--- config.mk ---
export PLATFORM = sky130hd
export DESIGN_NAME = fib_stream_reader
export DESIGN_NICKNAME = d
export VERILOG_FILES = /design/src/rtl/fib_stream_reader.sv
export SDC_FILE = /design/constraint.sdc
export NUM_CORES = 1
export LEC_CHECK = 0
export ABC_CLOCK_PERIOD_IN_PS = 3820
export CORE_MARGIN = 10
export CORE_UTILIZATION = 50
export CTS_BUF_LIST = sky130_fd_sc_hd__clkbuf_4 sky130_fd_sc_hd__clkbuf_8
export CTS_CLUSTER_SIZE = 24
export DETAILED_ROUTE_END_ITERATION = 16
export PLACE_DENSITY = 0.82
export SLEW_MARGIN = 20
export SYNTH_ARGS = -nofsm -noshare
export SYNTH_HDL_FRONTEND = slang
export SYNTH_SLANG_ARGS = --single-unit
--- constraint.sdc ---
create_clock -name clk -period 3.82 [get_ports clk]
set_input_delay 0.573 -clock clk [delete_from_list [all_inputs] [get_ports clk]]
set_output_delay 0.573 -clock clk [all_outputs]
set_load 0.02 [all_outputs]
--- src/rtl/fib_stream_reader.sv ---
// Walks a Fibonacci ROM address range and streams the words out over valid/ready.
// Optional recurrence checker is compiled in with `FIB_STREAM_CHECK_EN.
module fib_stream_reader #(
  parameter int unsigned ADDR_W = 24,
  parameter int unsigned DATA_W = 24,
  parameter int unsigned DEPTH  = 36
) (
  input  logic              clk,
  input  logic              rst_n,
  input  logic              start,
  input  logic [ADDR_W-1:0] start_adr,
  input  logic [5:0]        count,
  output logic              busy,
  output logic              bad_req,
  output logic [ADDR_W-1:0] rom_adr,
  input  logic [DATA_W-1:0] rom_dat,
  output logic              out_valid,
  input  logic              out_ready,
  output logic [DATA_W-1:0] out_data,
  output logic              out_last,
  output logic              done,
  output logic              chk_err
);

  typedef enum logic [1:0] {IDLE, RUN, FLUSH} state_t;

  state_t              state_q;
  logic [ADDR_W-1:0]   rom_adr_q;
  logic [5:0]          remaining_q;
  logic [5:0]          remaining_d;
  logic [DATA_W-1:0]   out_data_q;
  logic                out_valid_q;
  logic                out_last_q;
  logic                done_q;
  logic                bad_req_q;
  logic [ADDR_W-1:0]   avail;
  logic                req_bad;
  logic                free;

  assign avail       = ADDR_W'(DEPTH) - start_adr;
  assign req_bad     = (count == 6'd0) || (start_adr >= ADDR_W'(DEPTH));
  // avail is at most DEPTH here, so the narrowing only matters when it wins the min
  assign remaining_d = (ADDR_W'(count) < avail) ? count : avail[5:0];
  assign free        = !out_valid_q || out_ready;

  always_ff @(posedge clk) begin
    if (!rst_n) begin
      state_q     <= IDLE;
      rom_adr_q   <= '0;
      remaining_q <= '0;
      out_data_q  <= '0;
      out_valid_q <= 1'b0;
      out_last_q  <= 1'b0;
      done_q      <= 1'b0;
      bad_req_q   <= 1'b0;
    end else begin
      bad_req_q <= 1'b0;
      done_q    <= 1'b0;
      case (state_q)
        IDLE: begin
          if (start) begin
            if (req_bad) begin
              bad_req_q <= 1'b1;
            end else begin
              rom_adr_q   <= start_adr;
              remaining_q <= remaining_d;
              state_q     <= RUN;
            end
          end
        end
        RUN: begin
          if (free) begin
            out_data_q  <= rom_dat;
            out_valid_q <= 1'b1;
            rom_adr_q   <= rom_adr_q + 1'b1;
            remaining_q <= remaining_q - 1'b1;
            if (remaining_q == 6'd1) begin
              out_last_q <= 1'b1;
              state_q    <= FLUSH;
            end
          end
        end
        FLUSH: begin
          if (out_valid_q && out_ready) begin
            out_valid_q <= 1'b0;
            out_last_q  <= 1'b0;
            done_q      <= 1'b1;
            state_q     <= IDLE;
          end
        end
        default: state_q <= IDLE;
      endcase
    end
  end

  assign busy      = (state_q != IDLE);
  assign bad_req   = bad_req_q;
  assign rom_adr   = rom_adr_q;
  assign out_valid = out_valid_q;
  assign out_data  = out_data_q;
  assign out_last  = out_last_q;
  assign done      = done_q;

`ifdef FIB_STREAM_CHECK_EN
  logic [DATA_W-1:0] prev1_q;
  logic [DATA_W-1:0] prev2_q;
  logic [1:0]        hist_q;
  logic              chk_err_q;
  logic              accept;
  logic              start_ok;

  assign accept   = out_valid_q && out_ready;
  assign start_ok = (state_q == IDLE) && start && !req_bad;

  // hist_q saturates at 2: once two words are held every accepted word is checked
  always_ff @(posedge clk) begin
    if (!rst_n || start_ok) begin
      prev1_q   <= '0;
      prev2_q   <= '0;
      hist_q    <= '0;
      chk_err_q <= 1'b0;
    end else if (accept) begin
      if (hist_q == 2'd2 && out_data_q != DATA_W'(prev1_q + prev2_q)) begin
        chk_err_q <= 1'b1;
      end
      prev2_q <= prev1_q;
      prev1_q <= out_data_q;
      if (hist_q != 2'd2) begin
        hist_q <= hist_q + 2'd1;
      end
    end
  end

  assign chk_err = chk_err_q;
`else
  assign chk_err = 1'b0;
`endif

endmodule

==> results.yml, run 1 <==
status:
  outcome: "finished, final reports clean"
cts:
  cts_tree: "done"
  path_clk_slew_ns: 0.07
  cts_setup_buffers: 0
  clockRootBuffer: "clkbuf_8"
  cts_resized: 0
  max-clock-path-buffers: 2
  clock_sinks: 60
  cts_hold_buffers: 0
  htree_levels: 3
  clock_latency_ns: 0.34
  cts_buffers: 9
critical_path:
  reg2regPathDepth: 9
  r2r-end: "rom_adr[22]$_SDFFE_PN0P_"
  ff2ff_setup_slack_ns: 1.22
  crit_arrival_ns: 3.68
  cp_max_fo: 6
  cp-startpoint: "start_adr[0]"
  critPathCaptureType: "register"
  start_kind: "primary input"
  critPathKind: "primary input to register"
  r2r-start: "rom_adr[0]$_SDFFE_PN0P_"
  critPathRequiredTime_ns: 4.02
sta:
  holdWs_ns: 0.467
  max_freq_mhz: 288
  timing.final.crit_share_pct: 90.9
  final-hold-violation-count: 0
  grt_setup_unrepaired: "false"
  layout_min_cycle_time_ns: 3.47
  slew_headroom_pct: 51.9
  slew_violations: 0
  setup_viol: 0
  tightest_slew_ns: 0.714
  final.setup.tns_ns: 0
  fin_skew_ns: 0.00907
yosys:
  syn_avg_cell_area_um2: 7.61
  synth_commonest_cells: "84 x nand2_1, 60 x dfxtp_1, 41 x o21ai_0, 39 x nor2_1"
  ys_top_cells_by_area: "dfxtp_1 31%, nand2_1 8.1%, a21boi_0 5.8%"
  syn_area_um2: 3870
  ys_warn_count: 0
  async_reset_ff_share_pct: 0
  synth_ff_type: "dfxtp_1"
  synth_top_cell_by_area: "dfxtp_1"
  ys_ff_latch: 60
  syn_inst: 509
  syn_nets: 576
  yosysTopAreaCellShare_pct: 31.0
  synth_edf_count: 0
  ys_seq_area_share_pct: 31.0
  synthMostInstantiatedCell: "nand2_1"
  netlist-cell-type-count: 67
routing:
  drc_errors: 0
  vias: 4260
  firstDrtPassIters: 5
  ant_nets: 0
  first_iter_violations: 311
  routed_wl_um: 12400
  avgViaCountPerCell: 5.92
  post_drt_wl_per_cell_um: 17.3
power_and_ir_drop:
  combPwrFrac_pct: 12.3
  irDropWorstVdd_mv: 0.197
  p_clk_share_pct: 44.3
  cellLeakagePower_nw: 1.82
  seqPwrFrac_pct: 43.3
  power_mw: 1.44
  switching_power_uw: 354
  sw_frac_of_total_pct: 24.5
  p_int_mw: 1.09
  p_per_area_nw_per_um2: 273
placed_design:
  dpl-instance-area_um2: 5060
  io_buffer_count: 110
  dp_hpwl_um: 9240
  gp_congestion: 0.922
die:
  start_util_pct: 50.7
  die_area_um2: 11700
  fp.dieW_um: 108
  ios: 112
  coreArea_um2: 7650
  fp.dieH_um: 108
  fp-row-count: 32
job:
  max-cap-violations: 0
global_routing:
  antenna_found_initial: 0
  grt_pass1_wl_um: 20300
  grt_use_total_pct: 20.8
  grt_max_degree: 60
  grt-ovfl-total: 0
  grt_pass1_vias: 4174
cells_and_area:
  stdcell_area_um2: 5280
  multi_input_area_um2: 2470
  seqCellArea_um2: 1200
  insertedDiodeCount: 0
  num-nets-final: 679
  syn_to_final_growth_pct: 36.3
  fillers: 641
  drive_above_1_share_pct: 7.94
hold_path:
  whs_path_depth: 2
  min_from: "out_data[7]$_SDFFE_PN0P_"
  hold-path-endpoint: "out_data[7]$_SDFFE_PN0P_"
  hold_path.class: "register to register"
## cell families after synthesis
group                    after synthesis  synth area share (%)
AND/OR/NAND/NOR                      222                  29.4
AO/OA/AOI/OAI                        161                  28.4
flip-flops                            60                  31.0
buffers and inverters                 44                  5.33
adder cells (fa/ha/maj)                9                  2.91
XOR/XNOR                               7                  1.58
multiplexers                           5                  1.29
other                                  1                0.0968
## layer usage
metal	track usage, %	vias up	wire length (um)
met5	0	-	0
met4	6.68	0	233
met3	5.29	33	996
li1	-	2067	-
met1	24.5	2000	4990
met2	36.1	160	6180
## placed cells by master (no fill, tap or decap), drive strengths merged, types with 4 or more instances in the layout
master         instances
nor4b                  4
nor3                  19
nand4                  9
inv                   12
or3                    5
nand3                 11
and2                  13
clkdlybuf4s50        110
nor4                   8
o311ai                 9
o21a                   5
mux2i                  5
a31oi                  4
o211a                  4
nor2                  39
a21oi                 30
o31ai                  7
buf                   15
a21boi                30
a22oi                  5
clkbuf                 9
nand2                 84
xnor2                  4
or4                    6
ha                     9
dfxtp                 60
o21ai                 41
nor2b                  7
## area by class of cell
cell class | count | share of cell area [%]
Clock buffer | 9 | 2.35
Clock inverter | 7 | 1.87
Inverter | 11 | 0.782
Multi-Input combinational cell | 405 | 46.9
Sequential cell | 60 | 22.7
Tap cell | 102 | 2.42
Timing Repair Buffer | 125 | 23.0
## stage by stage
stage                     worst slack [ns]  utilization [%]  std cells
after CTS                            0.369             69.1        719
after detailed placement            0.0218             66.1        703
final                                0.348             69.1        719
after floorplan                      0.761                -        509
after global placement               0.201             66.1        703
after global routing                0.0744             69.1        719
## flip-flops by register name (all words and copies together), names as in the netlist
signal       count
remaining_q      6
out_data        24
done             1
state_q          2
out_last         1
out_valid        1
bad_req          1
rom_adr         24
## critical path: stages
cell and delay, ns:
clkdlybuf4s50_1 0.51, inv_1 0.11, ha_1 0.28, nor2b_4 0.14, nor2_1 0.05, xor2_1 0.15
ha_1 0.28, and2_0 0.16, nand2_1 0.06, a211oi_1 0.18, o32ai_1 0.13, or4_4 0.57
o311ai_1 0.31, o311ai_1 0.16
## power by group through the flow
stage / clock network (mW) / registers (mW) / logic [mW]
after global routing: 0.674 / 0.626 / 0.194
final: 0.640 / 0.626 / 0.178
after global placement: 0 / 0.640 / 0.171
after floorplan: 0 / 0.641 / 0.0794
after CTS: 0.650 / 0.626 / 0.176
after detailed placement: 0 / 0.640 / 0.174
## worst max path at each step
| stage | slack [ns] | cells past startpoint | to |
|---|---|---|---|
| after CTS | 0.37 | 14 | remaining_q[2]$_SDFFE_PN0P_ |
| after detailed placement | 0.02 | 14 | remaining_q[2]$_SDFFE_PN0P_ |
| after floorplan | 0.76 | 13 | remaining_q[3]$_SDFFE_PN0P_ |
| final | 0.35 | 14 | remaining_q[5]$_SDFFE_PN0P_ |
| after global placement | 0.20 | 14 | remaining_q[0]$_SDFFE_PN0P_ |
| after global routing | 0.07 | 14 | remaining_q[5]$_SDFFE_PN0P_ |
Note: power is estimated with default switching activity, not from simulation.
==> run 2: changes to the inputs <==
--- a/config.mk
+++ b/config.mk
@@ -7,11 +7,10 @@
 export LEC_CHECK = 0
 export ABC_CLOCK_PERIOD_IN_PS = 3820
 export CORE_MARGIN = 10
-export CORE_UTILIZATION = 50
-export CTS_BUF_LIST = sky130_fd_sc_hd__clkbuf_4 sky130_fd_sc_hd__clkbuf_8
+export CORE_UTILIZATION = 48
 export CTS_CLUSTER_SIZE = 24
 export DETAILED_ROUTE_END_ITERATION = 16
-export PLACE_DENSITY = 0.82
+export PLACE_DENSITY = 0.79
 export SLEW_MARGIN = 20
 export SYNTH_ARGS = -nofsm -noshare
 export SYNTH_HDL_FRONTEND = slang
==> run 2 against run 1 <==
Compared with the run above: non-clock buffer count fell by 2; register-to-register slack got worse by 0.23 ns; count of clock-buffer cells in the layout rose by 4; critical endpoint is now remaining_q[0]$_SDFFE_PN0P_; largest cell class unchanged; largest power group unchanged.
==> results.yml, run 2 (synthesized netlist as in run 1, its figures left out) <==
status:
  outcome: "finished, final reports clean"
job:
  max-cap-violations: 0
routing:
  drc_errors: 0
  ant_nets: 0
  avgViaCountPerCell: 5.83
  first_iter_violations: 258
  vias: 4179
  routed_wl_um: 12600
  firstDrtPassIters: 5
  post_drt_wl_per_cell_um: 17.5
sta:
  tightest_slew_ns: 0.656
  final.setup.tns_ns: 0
  grt_setup_unrepaired: "false"
  timing.final.crit_share_pct: 91.3
  holdWs_ns: 0.466
  final-hold-violation-count: 0
  setup_viol: 0
  fin_skew_ns: 0.00837
  setup_slack_ns: 0.334
  max_freq_mhz: 287
  slew_headroom_pct: 55.9
  slew_violations: 0
  layout_min_cycle_time_ns: 3.49
global_routing:
  grt_max_degree: 60
  met3_usage_pct: 4.51
  grt.met2_usage_pct: 36.6
  grt_pass1_vias: 4115
  grt_use_total_pct: 20.7
  grt_pass1_wl_um: 20300
  grt-ovfl-total: 0
  grt.busiest_layer: "met2"
  use_met1_pct: 24.2
  antenna_found_initial: 0
cts:
  clockRootBuffer: "clkbuf_8"
  cts_setup_buffers: 0
  max-clock-path-buffers: 2
  cts_resized: 0
  path_clk_slew_ns: 0.07
  clock_latency_ns: 0.34
  htree_levels: 3
  cts_hold_buffers: 0
  cts_tree: "done"
  cts_buffers: 9
  clock_sinks: 60
power_and_ir_drop:
  p_per_area_nw_per_um2: 281
  cellLeakagePower_nw: 1.82
  irDropWorstVdd_mv: 0.189
placed_design:
  gp_congestion: 0.927
  io_buffer_count: 110
  dp_hpwl_um: 9350
  pre_cts_slack_ns: 0.0473
die:
  die_area_um2: 12100
  fp-row-count: 32
  coreArea_um2: 7810
  start_util_pct: 49.6
  fp.dieH_um: 110
  fp.dieW_um: 110
  ios: 112
cells_and_area:
  drive_above_1_share_pct: 7.48
  insertedDiodeCount: 0
  final_cell_mix: "110 x clkdlybuf4s50_1, 84 x nand2_1, 60 x dfxtp_1"
  num-nets-final: 677
  final_common_cell: "clkdlybuf4s50_1"
  syn_to_final_growth_pct: 36.3
critical_path:
  reg2regPathDepth: 8
  crit_arrival_ns: 3.70
  critPathRequiredTime_ns: 4.03
  start_kind: "primary input"
  cp-startpoint: "start_adr[0]"
  critPathKind: "primary input to register"
  r2r-end: "rom_adr[22]$_SDFFE_PN0P_"
  r2r-start: "rom_adr[0]$_SDFFE_PN0P_"
  crit_path_end: "remaining_q[0]$_SDFFE_PN0P_"
  critPathCaptureType: "register"
  ff2ff_setup_slack_ns: 0.99
  cp_max_fo: 6
hold_path:
  hold_path.class: "register to register"
-- run 2: changes by cell type in the layout (fill, tap and decap cells not counted) --
cell / before / now
clkbuf_8: 9 / 12
buf_4: 15 / 13
clkinv_4: 2 / 0
clkbuf_1: 0 / 1
clkinv_2: 1 / 0
inv_6: 1 / 0
-- run 2: final cells by class --
cell class / count / area (um2)
Timing Repair Buffer: 123 / 1200
Sequential cell: 60 / 1200
Multi-Input combinational cell: 405 / 2470
Fill cell: 675 / 2530
Tap cell: 102 / 128
Inverter: 11 / 41.3
Clock inverter: 3 / 67.6
Clock buffer: 13 / 169
-- run 2: worst max-delay path: stages --
cell and delay [ns]:
clkdlybuf4s50_1 0.50, inv_1 0.10, ha_1 0.27, nor2b_4 0.14, nor2_1 0.06, xor2_1 0.16
ha_1 0.27, and2_0 0.16, nand2_1 0.06, a211oi_1 0.22, o32ai_1 0.15, or4_4 0.58
o311ai_1 0.33, o311ai_1 0.14
-- run 2: power by group --
part           internal [mW]  switching, mW  total [mW]
combinational         0.0934         0.0826       0.176
clock                  0.421          0.258       0.680
sequential             0.626       0.000137       0.626
total                   1.14          0.341        1.48
-- run 2: worst min-delay path by stage --
stage	startpoint	to	slack, ns	depth (start not counted)
2_1_floorplan	state_q[1]$_SDFFE_PN0P_	done$_SDFF_PN0_	0.48	2
3_3_place_gp	out_data[0]$_SDFFE_PN0P_	out_data[0]$_SDFFE_PN0P_	0.45	2
3_5_place_dp	out_data[4]$_SDFFE_PN0P_	out_data[4]$_SDFFE_PN0P_	0.46	2
4_1_cts	out_data[4]$_SDFFE_PN0P_	out_data[4]$_SDFFE_PN0P_	0.47	2
5_1_grt	out_data[4]$_SDFFE_PN0P_	out_data[4]$_SDFFE_PN0P_	0.49	2
6_report	out_data[7]$_SDFFE_PN0P_	out_data[7]$_SDFFE_PN0P_	0.47	2
-- run 2: metrics by stage --
step           cell area, um2  instances  total power, mW  utilization [%]
6_report                 5280        717             1.48             67.6
5_1_grt                  5280        717             1.53             67.6
4_1_cts                  5280        717             1.49             67.6
3_5_place_dp             5040        701            0.813             64.6
3_3_place_gp             5040        701            0.810             64.6
2_1_floorplan            3870        509            0.720                -
-- run 2: per-layer routing --
metal  share of wire, %  up-vias
met4                1.6        0
met2                 51      152
li1                   -     2055
met5                  0        -
met3                6.8       20
met1                 40     1952
==> run 3: changes to the inputs <==
--- a/config.mk
+++ b/config.mk
@@ -10,8 +10,10 @@
 export CORE_UTILIZATION = 48
 export CTS_CLUSTER_SIZE = 24
 export DETAILED_ROUTE_END_ITERATION = 16
+export GPL_ROUTABILITY_DRIVEN = 0
 export PLACE_DENSITY = 0.79
 export SLEW_MARGIN = 20
 export SYNTH_ARGS = -nofsm -noshare
 export SYNTH_HDL_FRONTEND = slang
 export SYNTH_SLANG_ARGS = --single-unit
+export TNS_END_PERCENT = 20
==> results of run 3 <==
The final DEF is identical to that of run 2; final timing and power are the same.
